File: src/rtl/dice_roll_source.sv
// -----------------------------------------------------------------------------
// dice_roll_source
//
// Upstream feeder for a 4-bit parallel-load display shift register.
// A raw push-button is synchronised and debounced. While the button is held,
// a 1..6 face counter free-runs. On release the face freezes, is encoded as a
// 4-bit pip-group word, and is offered downstream with a valid/ready
// handshake. A saturating count of completed rolls is kept.
//
// Handshake: pat_valid is a registered output. Once raised it stays high, and
// pat_word stays stable, until a cycle in which pat_ready is also high. The
// transfer happens on that rising edge and pat_valid drops after it.
// pat_ready never feeds pat_valid combinationally.
//
// Parameters
//   DEBOUNCE_CYCLES : consecutive differing synchronised samples needed to
//                     accept a new button level (2..255)
//   CNT_W           : debounce counter width; must hold DEBOUNCE_CYCLES
//
// Ports
//   clk        in   system clock, rising edge
//   rst        in   asynchronous active-high reset
//   btn_in     in   raw, asynchronous, bouncy button (active high)
//   pat_ready  in   downstream accepts pat_word this cycle
//   pat_valid  out  pat_word holds a new roll result
//   pat_word   out  pip groups {D,C,B,A}, combinational from face
//   face       out  current face, 1..6
//   rolling    out  high while in ROLLING
//   roll_count out  completed rolls, saturating at 255
//   state_dbg  out  FSM state (0 IDLE, 1 ROLLING, 2 PRESENT)
// -----------------------------------------------------------------------------
module dice_roll_source #(
  parameter int DEBOUNCE_CYCLES = 16,
  parameter int CNT_W           = 8
) (
  input  logic       clk,
  input  logic       rst,
  input  logic       btn_in,
  input  logic       pat_ready,
  output logic       pat_valid,
  output logic [3:0] pat_word,
  output logic [2:0] face,
  output logic       rolling,
  output logic [7:0] roll_count,
  output logic [1:0] state_dbg
);

  typedef enum logic [1:0] {
    ST_IDLE    = 2'd0,
    ST_ROLLING = 2'd1,
    ST_PRESENT = 2'd2
  } state_t;

  localparam logic [CNT_W-1:0] DB_LAST = CNT_W'(DEBOUNCE_CYCLES - 1);

  // ---------------------------------------------------------------------------
  // Synchroniser
  // ---------------------------------------------------------------------------
  logic sync1_q, sync1_d;
  logic sync2_q, sync2_d;
  logic btn_s;

  always_comb begin
    sync1_d = btn_in;
    sync2_d = sync1_q;
  end

  assign btn_s = sync2_q;

  // ---------------------------------------------------------------------------
  // Debounce
  // The counter runs only while the synchronised level disagrees with the
  // accepted level. The edge on which it sits at DEBOUNCE_CYCLES-1 and still
  // disagrees is the one that flips btn_db.
  // ---------------------------------------------------------------------------
  logic [CNT_W-1:0] db_cnt_q, db_cnt_d;
  logic             btn_db_q, btn_db_d;
  logic             btn_db_prev_q, btn_db_prev_d;
  logic             press;
  logic             btn_release;

  always_comb begin
    db_cnt_d      = '0;
    btn_db_d      = btn_db_q;
    btn_db_prev_d = btn_db_q;
    if (btn_s != btn_db_q) begin
      if (db_cnt_q == DB_LAST) begin
        btn_db_d = btn_s;
        db_cnt_d = '0;
      end else begin
        db_cnt_d = db_cnt_q + CNT_W'(1);
      end
    end
  end

  // One-cycle pulses, visible in the cycle after btn_db changes.
  assign press       =  btn_db_q & ~btn_db_prev_q;
  assign btn_release = ~btn_db_q &  btn_db_prev_q;

  // ---------------------------------------------------------------------------
  // Face helpers
  // ---------------------------------------------------------------------------
  // Illegal faces (0, 7) recover to 1 on the next advance.
  function automatic logic [2:0] face_next(input logic [2:0] f);
    logic [2:0] n;
    case (f)
      3'd1:    n = 3'd2;
      3'd2:    n = 3'd3;
      3'd3:    n = 3'd4;
      3'd4:    n = 3'd5;
      3'd5:    n = 3'd6;
      default: n = 3'd1;
    endcase
    return n;
  endfunction

  // Pip groups {D,C,B,A}: A centre pip, B one diagonal pair, C the other
  // diagonal pair, D the middle-row pair.
  function automatic logic [3:0] face_encode(input logic [2:0] f);
    logic [3:0] w;
    case (f)
      3'd1:    w = 4'b0001;
      3'd2:    w = 4'b0010;
      3'd3:    w = 4'b0011;
      3'd4:    w = 4'b0110;
      3'd5:    w = 4'b0111;
      3'd6:    w = 4'b1110;
      default: w = 4'b0000;
    endcase
    return w;
  endfunction

  // ---------------------------------------------------------------------------
  // Roll FSM
  // ---------------------------------------------------------------------------
  state_t     state_q, state_d;
  logic [2:0] face_q, face_d;
  logic       pat_valid_q, pat_valid_d;
  logic       rolling_q, rolling_d;
  logic [7:0] roll_count_q, roll_count_d;

  always_comb begin
    state_d      = state_q;
    face_d       = face_q;
    pat_valid_d  = pat_valid_q;
    rolling_d    = rolling_q;
    roll_count_d = roll_count_q;
    case (state_q)
      ST_IDLE: begin
        // A release seen here is simply ignored.
        if (press) begin
          state_d   = ST_ROLLING;
          rolling_d = 1'b1;
        end
      end
      ST_ROLLING: begin
        // The face freezes on the release edge itself, so the value shown
        // during ROLLING's last cycle is the one presented.
        if (btn_release) begin
          state_d     = ST_PRESENT;
          rolling_d   = 1'b0;
          pat_valid_d = 1'b1;
        end else begin
          face_d = face_next(face_q);
        end
      end
      ST_PRESENT: begin
        // Presses here are dropped: no pending flag is kept.
        if (pat_valid_q && pat_ready) begin
          state_d     = ST_IDLE;
          pat_valid_d = 1'b0;
          if (roll_count_q != 8'hFF) begin
            roll_count_d = roll_count_q + 8'd1;
          end
        end
      end
      default: begin
        state_d     = ST_IDLE;
        rolling_d   = 1'b0;
        pat_valid_d = 1'b0;
      end
    endcase
  end

  // ---------------------------------------------------------------------------
  // State registers
  // ---------------------------------------------------------------------------
  always_ff @(posedge clk or posedge rst) begin
    if (rst) begin
      sync1_q       <= 1'b0;
      sync2_q       <= 1'b0;
      db_cnt_q      <= '0;
      btn_db_q      <= 1'b0;
      btn_db_prev_q <= 1'b0;
      state_q       <= ST_IDLE;
      face_q        <= 3'd1;
      pat_valid_q   <= 1'b0;
      rolling_q     <= 1'b0;
      roll_count_q  <= 8'd0;
    end else begin
      sync1_q       <= sync1_d;
      sync2_q       <= sync2_d;
      db_cnt_q      <= db_cnt_d;
      btn_db_q      <= btn_db_d;
      btn_db_prev_q <= btn_db_prev_d;
      state_q       <= state_d;
      face_q        <= face_d;
      pat_valid_q   <= pat_valid_d;
      rolling_q     <= rolling_d;
      roll_count_q  <= roll_count_d;
    end
  end

  // ---------------------------------------------------------------------------
  // Outputs
  // ---------------------------------------------------------------------------
  assign pat_valid  = pat_valid_q;
  assign pat_word   = face_encode(face_q);
  assign face       = face_q;
  assign rolling    = rolling_q;
  assign roll_count = roll_count_q;
  assign state_dbg  = state_q;

endmodule

File: config.mk
export PLATFORM = sky130hd
export DESIGN_NAME = dice_roll_source
export DESIGN_NICKNAME = d
export VERILOG_FILES = /design/src/rtl/dice_roll_source.sv
export SDC_FILE = /design/constraint.sdc
export NUM_CORES = 1
export LEC_CHECK = 0
export ABC_AREA = 1
export CELL_PAD_IN_SITES_DETAIL_PLACEMENT = 0
export CELL_PAD_IN_SITES_GLOBAL_PLACEMENT = 1
export CORE_MARGIN = 2
export CORE_UTILIZATION = 34
export DETAILED_ROUTE_END_ITERATION = 6
export GPL_ROUTABILITY_DRIVEN = 1
export PLACE_DENSITY = 0.73
export SLEW_MARGIN = 20
export SYNTH_ARGS = -nofsm -noshare
export SYNTH_HDL_FRONTEND = slang
export SYNTH_SLANG_ARGS = --single-unit
File: constraint.sdc
create_clock -name clk -period 1.3 [get_ports clk]
set_clock_uncertainty 0.1 [all_clocks]
set_input_delay 0.26 -clock clk [delete_from_list [all_inputs] [get_ports clk]]
set_output_delay 0.26 -clock clk [all_outputs]
set_load 0.02 [all_outputs]
Word-level counts from Yosys, hierarchy flattened --
Index checks and enable logic that the tools add are counted.
Cells by class: bitwise gates (word level) 7, equal/unequal tests 14, reduce and logical (&&, ||, !) cells 8, muxes and demuxes 14, add/sub/neg operators 2
Operators by type and width (number):
- one-hot mux 4 bit (6 select lines) | 1
- adder 8 x 1 -> 8 bit (second input constant) | 2
- two-way mux 8 bit | 2
- one-hot mux 3 bit (5 select lines) | 1
- AND reduction 3 bit | 4
- equality test 3 bit (second input constant) | 3
- equality test 8 x 4 -> 1 bit (second input constant) | 1
- != test 8 bit (second input constant) | 1
- equality test 3 x 2 -> 1 bit (second input constant) | 2
- two-way mux 2 bit | 3
- != test 2 bit (second input constant) | 3
- one-hot mux 1 bit (3 select lines) | 2
- one-hot mux 2 bit (3 select lines) | 1
- inverter 1 bit | 5
- two-way mux 1 bit | 4
- AND reduction 2 bit | 2
- equality test 3 x 1 -> 1 bit (second input constant) | 1
- bitwise AND 1 bit | 2
- equality test 2 x 1 -> 1 bit (second input constant) | 1
- equality test 2 bit (second input constant) | 1
- zero test 2 bit | 1
- logical AND 1 bit | 1
- != test 1 bit | 1
Storage, ports and cells: flip-flop bits (word level) 27, input port bits 4, output and inout bits 19, logic and storage cells 55

Longest topological paths before layout --
Gate-level depths: netlist (run 1).
depth after elaboration 4, gate-level depth with buffers 8, mapped depth without buffers 8

Least setup slack after synthesis (run 1) --
No wires, ideal clock.
path type register to output, start point reg face_q[1] (netlist: face[1]), end point out pat_word[1], setup slack -149 ps, arrival time 1089 ps, stages on the path, launching flop included 4, data required time 940 ps, cells stage by stage dfrtp_1 -> nand2_1 -> inv_1 -> o21ai_0
On the way: cells in the longest elaborated chain, start to end 2, elaborated cells on any way between the ends 7
RTL lines:
- from (decl) | RTL line 137 | logic [2:0] face_q, face_d;
- from (signal assigned) | RTL line 196 | face_q <= 3'd1;
- from (signal assigned) | RTL line 207 | face_q <= face_d;
- equality test 3 bit, or another cell as far along | RTL line 121 | case (f)
- one-hot mux 4 bit (6 select lines) (*) | RTL line 121
- to (decl) | RTL line 41 | output logic [3:0] pat_word,
Every way passes the cells marked *; elsewhere a longest branch is shown, timed or not.

Worst setup path in the final report (run 1) --
start point reg face_q[0] (netlist: face[0]), end point out pat_word[1]
The elaborated chain is that of the path after synthesis.

==> qor.csv, run 1 <==
stage,metric,value,unit
status,status,finished with violations,
status,failing checks,negative setup slack,
cts,Inserted Clock Buffers,3,
power_and_ir_drop,switching portion of total power,29.02,%
cts,H-tree depth,1,
power_and_ir_drop,Logic pwr share,22.2,%
setup_path,max incr delay on CP,570,ps
power_and_ir_drop,total power,1.859,mW
synthesis,Yosys cell types,19,
setup_path,CP endpoint kind,output pin,
grt,Tot GR Track Use,15.06,%
finish,fin nets,244,
timing,worst slew pin tran,195.6,ps
power_and_ir_drop,Pint,1.319,mW
route,DR WL/cell,11.06,um
synthesis,Synth top area share,48.64,%
timing,Worst Slack Setup Final,-231.6,ps
setup_path,CP max stage cell,dfstp_2,
placed_design,Post-DP HPWL,2188,um
timing,Max Slew Vio Count,0,
synthesis,XOR/XNOR Fraction of Synth Area,3.181,%
setup_path,Arrival @ worst endpoint,1170,ps
synthesis,"Cell Area, Synth",1338,um2
finish,# diodes,0,
synthesis,mux cell area share after synthesis,0,%
die,Initial Utilization,35.99,%
finish,synth-to-layout area growth,53.04,%
finish,Layout Cells excl Fill,285,
synthesis,synth warn,0,
setup_path,WS Path Type,reg2out,
cts,CTS tree,done,
min_path,type of the most critical hold path,in2async,
route,WL final,3151,um
synthesis,Mapped Cells,174,
setup_path,Critical Path RT,940,ps
die,DIE WIDTH,66.72,um
finish,FILL cells,358,
synthesis,Syn Area/Cell,7.687,um2
power_and_ir_drop,Net Switching,0.5395,mW
timing,Setup-failing EPs final,13,
finish,"commonest cells after routing, fill and taps aside","nand2_1 (53), buf_4 (33), dfrtp_1 (22)",
route,Initial DRC Count,50,
setup_path,"delay-heaviest family, CP",flip-flops,
die,Die Area,4452,um2
grt,GR Overflow Total,0,
synthesis,leading area contributor after synthesis,dfrtp_1,
cts,Max clock buf depth,2,
placed_design,Placed Instances,268,
finish,layout cells sized above 1,42.19,%
synthesis,Synth Area in Adders,1.871,%
synthesis,Compound-Gate Fraction of Synth Area,6.735,%
cts,worst skew pair latency,280,ps
die,Row Count,22,
placed_design,DP Worst Slack,-373.9,ps
power_and_ir_drop,maximum vdd drop,0.0005659,V
cts,clock sink total,27,
finish,"most common cell after layout, fill and taps aside",nand2_1,
placed_design,GPL Wtd Cong,0.8005,
timing,final worst-path cycle share,117.8,%
die,number of top-level pins,23,
power_and_ir_drop,pwr dens,908.1,nW/um2
setup_path,Worst path depth,4,
setup_path,CP Launch Type,register,
grt,largest net degree at the start of global routing,28,
finish,final core utilization,55.08,%
setup_path,Crit Path Max Fanout,4,
synthesis,synth top area cells,"dfrtp_1 (49%), nand2_1 (18%), inv_1 (6.2%)",
timing,Final min period,1532,ps
power_and_ir_drop,clock share of power,27.2,%
setup_path,CP Buf/Inv Count,2,
route,DR vias,1300,
cts,CTS clock-pin slew for the worst setup and hold paths,100,ps
setup_path,worst reg-to-reg path cell count,8,
route,# DRC,0,
grt,initial antenna violation count,0,
placed_design,IO Port Bufs,22,
setup_path,CP Cell Sequence,nand2_2 -> inv_2 -> o21ai_2 -> buf_6,
synthesis,syn nets,180,
route,DRT antenna net count,0,
setup_path,Reg2Reg Setup Slack,-40,ps
route,TritonRoute pass-1 iters,4,
power_and_ir_drop,sequential share of power,50.6,%
setup_path,reg2reg end,roll_count[1]$_DFFE_PP0P_,
grt,global-route wire length before repair,5209,um
die,core area,3716,um2
synthesis,simple-gate area share of the yosys netlist,31.43,%
synthesis,Synth Register Bits,27,
setup_path,reg-to-reg startpoint,roll_count[0]$_DFFE_PP0P_,
synthesis,sequential area share after synthesis,50.61,%
grt,vias in the first global route,1273,
power_and_ir_drop,LEAKAGE,1.036,nW
flow_run,max-cap violations,0,
synthesis,largest family of logic cells by synthesized area,simple AND/OR/NAND/NOR gates,
cts,Root Buffer,clkbuf_8,
timing,RSZ-0062 raised after global routing,yes,
timing,relative slew slack,86.96,%
route,Avg Vias per Cell,4.561,
timing,Fmax,0.6529,GHz
timing,final hold vios,0,
die,die height,66.72,um
-- sequential cells by signal, indices dropped and copies added (netlist names) --
name,count
rolling,1
pat_valid,1
btn_db_prev_q,1
face,3
db_cnt_q,8
btn_s,1
sync1_q,1
roll_count,8
btn_db_prev_d,1
state_dbg,2
-- synthesized netlist by cell type (all sizes together) --
library cell,n
nand2,64
xnor2,2
o21ai,10
ha,2
nand3b,3
a22oi,1
dfstp,1
nand3,8
o21bai,1
dfrtp,26
xor2,2
nor3,1
inv,22
a21oi,5
nand4,2
nor2,24
-- per-stage QoR --
stage / area (um2) / hold slack, ps / setup TNS, ps
3_3_place_gp: 1833 / 235.2 / -3379
4_1_cts: 1923 / 209.5 / -1443
3_5_place_dp: 1833 / 239.5 / -3616
6_report: 2047 / 201.4 / -1234
5_1_grt: 2047 / 218.2 / -2531
2_1_floorplan: 1360 / 191.4 / -9.419
-- metal layers --
metal	wire, um	part of all wire [%]	track usage (%)	vias to the layer above
met5	0	0	0	-
met4	25	0.79	1.531	0
met3	111	3.5	3.716	4
met2	1589	50	27.63	18
met1	1425	45	18.30	603
li1	-	-	-	675
-- worst reg2reg max path, cell delays in order (launching register included) --
cell and delay (ps):
dfrtp_2 440, ha_4 180, inv_2 50, nor2_2 30
nand2_2 100, buf_6 120, nand3_4 80, nand2_1 80
nand2_1 60
-- power groups by stage --
stage / clock network (mW) / registers (mW) / logic [mW]
after floorplan: 0 / 1.00 / 0.129
after global placement: 0 / 0.948 / 0.376
final: 0.506 / 0.940 / 0.413
after CTS: 0.534 / 0.934 / 0.381
after global routing: 0.560 / 0.949 / 0.459
after detailed placement: 0 / 0.951 / 0.387
-- layout make-up --
| cell class | instances | area, um2 | share of cell area (%) |
|---|---|---|---|
| Clock buffer | 3 | 41.29 | 2.017 |
| Multi-Input combinational cell | 126 | 719.4 | 35.15 |
| Tap cell | 48 | 60.06 | 2.934 |
| Clock inverter | 1 | 8.758 | 0.4279 |
| Timing Repair Buffer | 58 | 452.9 | 22.13 |
| Inverter | 22 | 82.58 | 4.034 |
| Sequential cell | 27 | 681.9 | 33.31 |
-- worst max path at each step --
stage                              startpoint                   endpoint
global route              face[0]$_DFFE_PP1P_                pat_word[0]
global placement          face[0]$_DFFE_PP1P_                pat_word[0]
floorplan           roll_count[0]$_DFFE_PP0P_  roll_count[2]$_DFFE_PP0P_
detailed placement        face[0]$_DFFE_PP1P_                pat_word[0]
CTS                       face[0]$_DFFE_PP1P_                pat_word[1]
finish                    face[0]$_DFFE_PP1P_                pat_word[1]
-- what timing repair did --
action	in CTS	in global routing
endpoints found under the hold margin	0	0
setup buffers	4	8
endpoints found under the setup margin	32	32
pin swaps	6	10
gates resized for setup	81	46
hold buffers	0	0
gates cloned	1	0
-- logic make-up after synthesis --
kind of cell,after synthesis
xor gates and xnor gates,4
buffers and inverters,22
and+or+nand+nor,102
adders and majority gates,2
DFF,27
AOI/OAI and AO/OA,17
No activity file was read; power rests on OpenSTA's default activity.
==> run 2: changes to the inputs <==
--- a/config.mk
+++ b/config.mk
@@ -8,11 +8,11 @@
 export ABC_AREA = 1
 export CELL_PAD_IN_SITES_DETAIL_PLACEMENT = 0
 export CELL_PAD_IN_SITES_GLOBAL_PLACEMENT = 1
-export CORE_MARGIN = 2
-export CORE_UTILIZATION = 34
+export CORE_UTILIZATION = 37
 export DETAILED_ROUTE_END_ITERATION = 6
 export GPL_ROUTABILITY_DRIVEN = 1
-export PLACE_DENSITY = 0.73
+export PLACE_DENSITY = 0.76
+export SETUP_SLACK_MARGIN = 0.2
 export SLEW_MARGIN = 20
 export SYNTH_ARGS = -nofsm -noshare
 export SYNTH_HDL_FRONTEND = slang
==> constraint.sdc (replaced) <==
create_clock -name clk -period 1.5 [get_ports clk]
set_clock_uncertainty 0.1 [all_clocks]
set_input_delay 0.3 -clock clk [delete_from_list [all_inputs] [get_ports clk]]
set_output_delay 0.3 -clock clk [all_outputs]
set_load 0.02 [all_outputs]
==> qor.csv, run 2 (synthesis gave the netlist of run 1 again) <==
stage,metric,value,unit
status,status,finished with violations,
status,failing checks,negative setup slack,
timing,RSZ-0062 raised after global routing,yes,
timing,Fmax,0.6157,GHz
grt,GR Overflow Total,0,
power_and_ir_drop,pwr dens,727.8,nW/um2
min_path,type of the most critical hold path,in2async,
die,number of top-level pins,23,
die,Initial Utilization,39.46,%
grt,Tot GR Track Use,18.45,%
power_and_ir_drop,LEAKAGE,1.066,nW
cts,Max clock buf depth,2,
finish,layout cells sized above 1,42.26,%
finish,FILL cells,282,
cts,Root Buffer,clkbuf_4,
grt,largest net degree at the start of global routing,28,
route,TritonRoute pass-1 iters,4,
placed_design,IO Port Bufs,22,
cts,worst skew pair latency,320,ps
timing,final worst-path cycle share,108.3,%
route,DR WL/cell,11.61,um
finish,# diodes,0,
setup_path,Crit Path Max Fanout,3,
die,core area,3390,um2
finish,"most common cell after layout, fill and taps aside",nand2_1,
placed_design,Post-DP HPWL,2185,um
timing,Setup-failing EPs final,7,
die,Die Area,3860,um2
cts,clock sink total,27,
die,Row Count,21,
setup_path,Setup crit start,face[0]$_DFFE_PP1P_,
power_and_ir_drop,total power,1.584,mW
timing,Max Slew Vio Count,0,
finish,Sequential Area,680.7,um2
route,Initial DRC Count,45,
finish,fin nets,246,
cts,H-tree depth,1,
setup_path,WS Path Type,reg2out,
cts,Inserted Clock Buffers,3,
route,DR vias,1303,
cts,CTS tree,done,
die,die height,62.13,um
placed_design,DP Worst Slack,-194.4,ps
power_and_ir_drop,maximum vdd drop,0.0003995,V
cts,CTS clock-pin slew for the worst setup and hold paths,150,ps
cts,hold-fix buffer count after cts,0,
finish,final core utilization,64.19,%
route,Avg Vias per Cell,4.572,
setup_path,Arrival @ worst endpoint,1220,ps
timing,hold_ws,199.7,ps
finish,synth-to-layout area growth,62.68,%
finish,cell area after layout,2176,um2
route,DRT antenna net count,0,
setup_path,CP endpoint kind,output pin,
flow_run,max-cap violations,0,
timing,final hold vios,0,
grt,vias in the first global route,1344,
grt,initial antenna violation count,0,
setup_path,reg-to-reg startpoint,roll_count[0]$_DFFE_PP0P_,
die,DIE WIDTH,62.13,um
finish,area used by multi-input combinational logic,757.0,um2
route,WL final,3310,um
setup_path,Critical Path RT,1100,ps
timing,worst slew pin tran,218.1,ps
grt,global-route wire length before repair,5720,um
timing,Worst Slack Setup Final,-124.1,ps
placed_design,GPL Wtd Cong,0.8901,
timing,relative slew slack,85.42,%
placed_design,Area after DPL,1764,um2
timing,Final min period,1624,ps
route,# DRC,0,
setup_path,CP Launch Type,register,
finish,"commonest cells after routing, fill and taps aside","nand2_1 (54), buf_4 (30), buf_6 (26)",
==> run 2: final cells by class <==
type | instances | area share [%]
Timing Repair Buffer | 60 | 26.11
Inverter | 22 | 3.910
Tap cell | 46 | 2.645
Clock buffer | 3 | 1.035
Clock inverter | 1 | 0.2300
Sequential cell | 27 | 31.28
Multi-Input combinational cell | 126 | 34.79
==> run 2: worst paths after layout <==
kind	end	slack, ps	depth (start not counted)
max	pat_word[0]	-120	3
min	roll_count[0]$_DFFE_PP0P_	200	3
max reg2reg	roll_count[2]$_DFFE_PP0P_	60	9
min reg2reg	btn_s$_DFF_PP0_	270	0
max in group asynchronous	face[0]$_DFFE_PP1P_	880	3
min in group clk	btn_s$_DFF_PP0_	270	0
==> run 2: timing repair <==
item	CTS	global route
setup endpoints to repair	35	39
gates resized for setup	129	36
setup buffers	17	7
endpoints found under the hold margin	0	0
pin swaps	8	14
gates cloned	1	0
==> run 2: metrics by stage <==
step           instances  setup TNS [ps]
5_1_grt              285           -1065
3_5_place_dp         256          -924.6
3_3_place_gp         256          -782.3
6_report             285          -559.5
2_1_floorplan        174               0
4_1_cts              278          -556.5
==> run 2: layer usage <==
layer | GRT usage [%] | up-vias | part of all wire (%)
li1 | - | 673 | -
met1 | 20.64 | 615 | 43
met2 | 35.44 | 13 | 55
met3 | 1.838 | 2 | 1.8
met4 | 7.267 | 0 | 0.60
met5 | 0 | - | 0
==> run 2: where the power goes <==
| group | total (mW) | internal [mW] | switching [mW] |
|---|---|---|---|
| sequential | 0.811 | 0.775 | 0.0354 |
| clock | 0.316 | 0.0999 | 0.217 |
| combinational | 0.456 | 0.242 | 0.214 |
==> run 2: critical path: stages, from the launching register on <==
cell     delay (ps)
dfstp_2         580
inv_1            80
nor2_4          120
buf_6           120
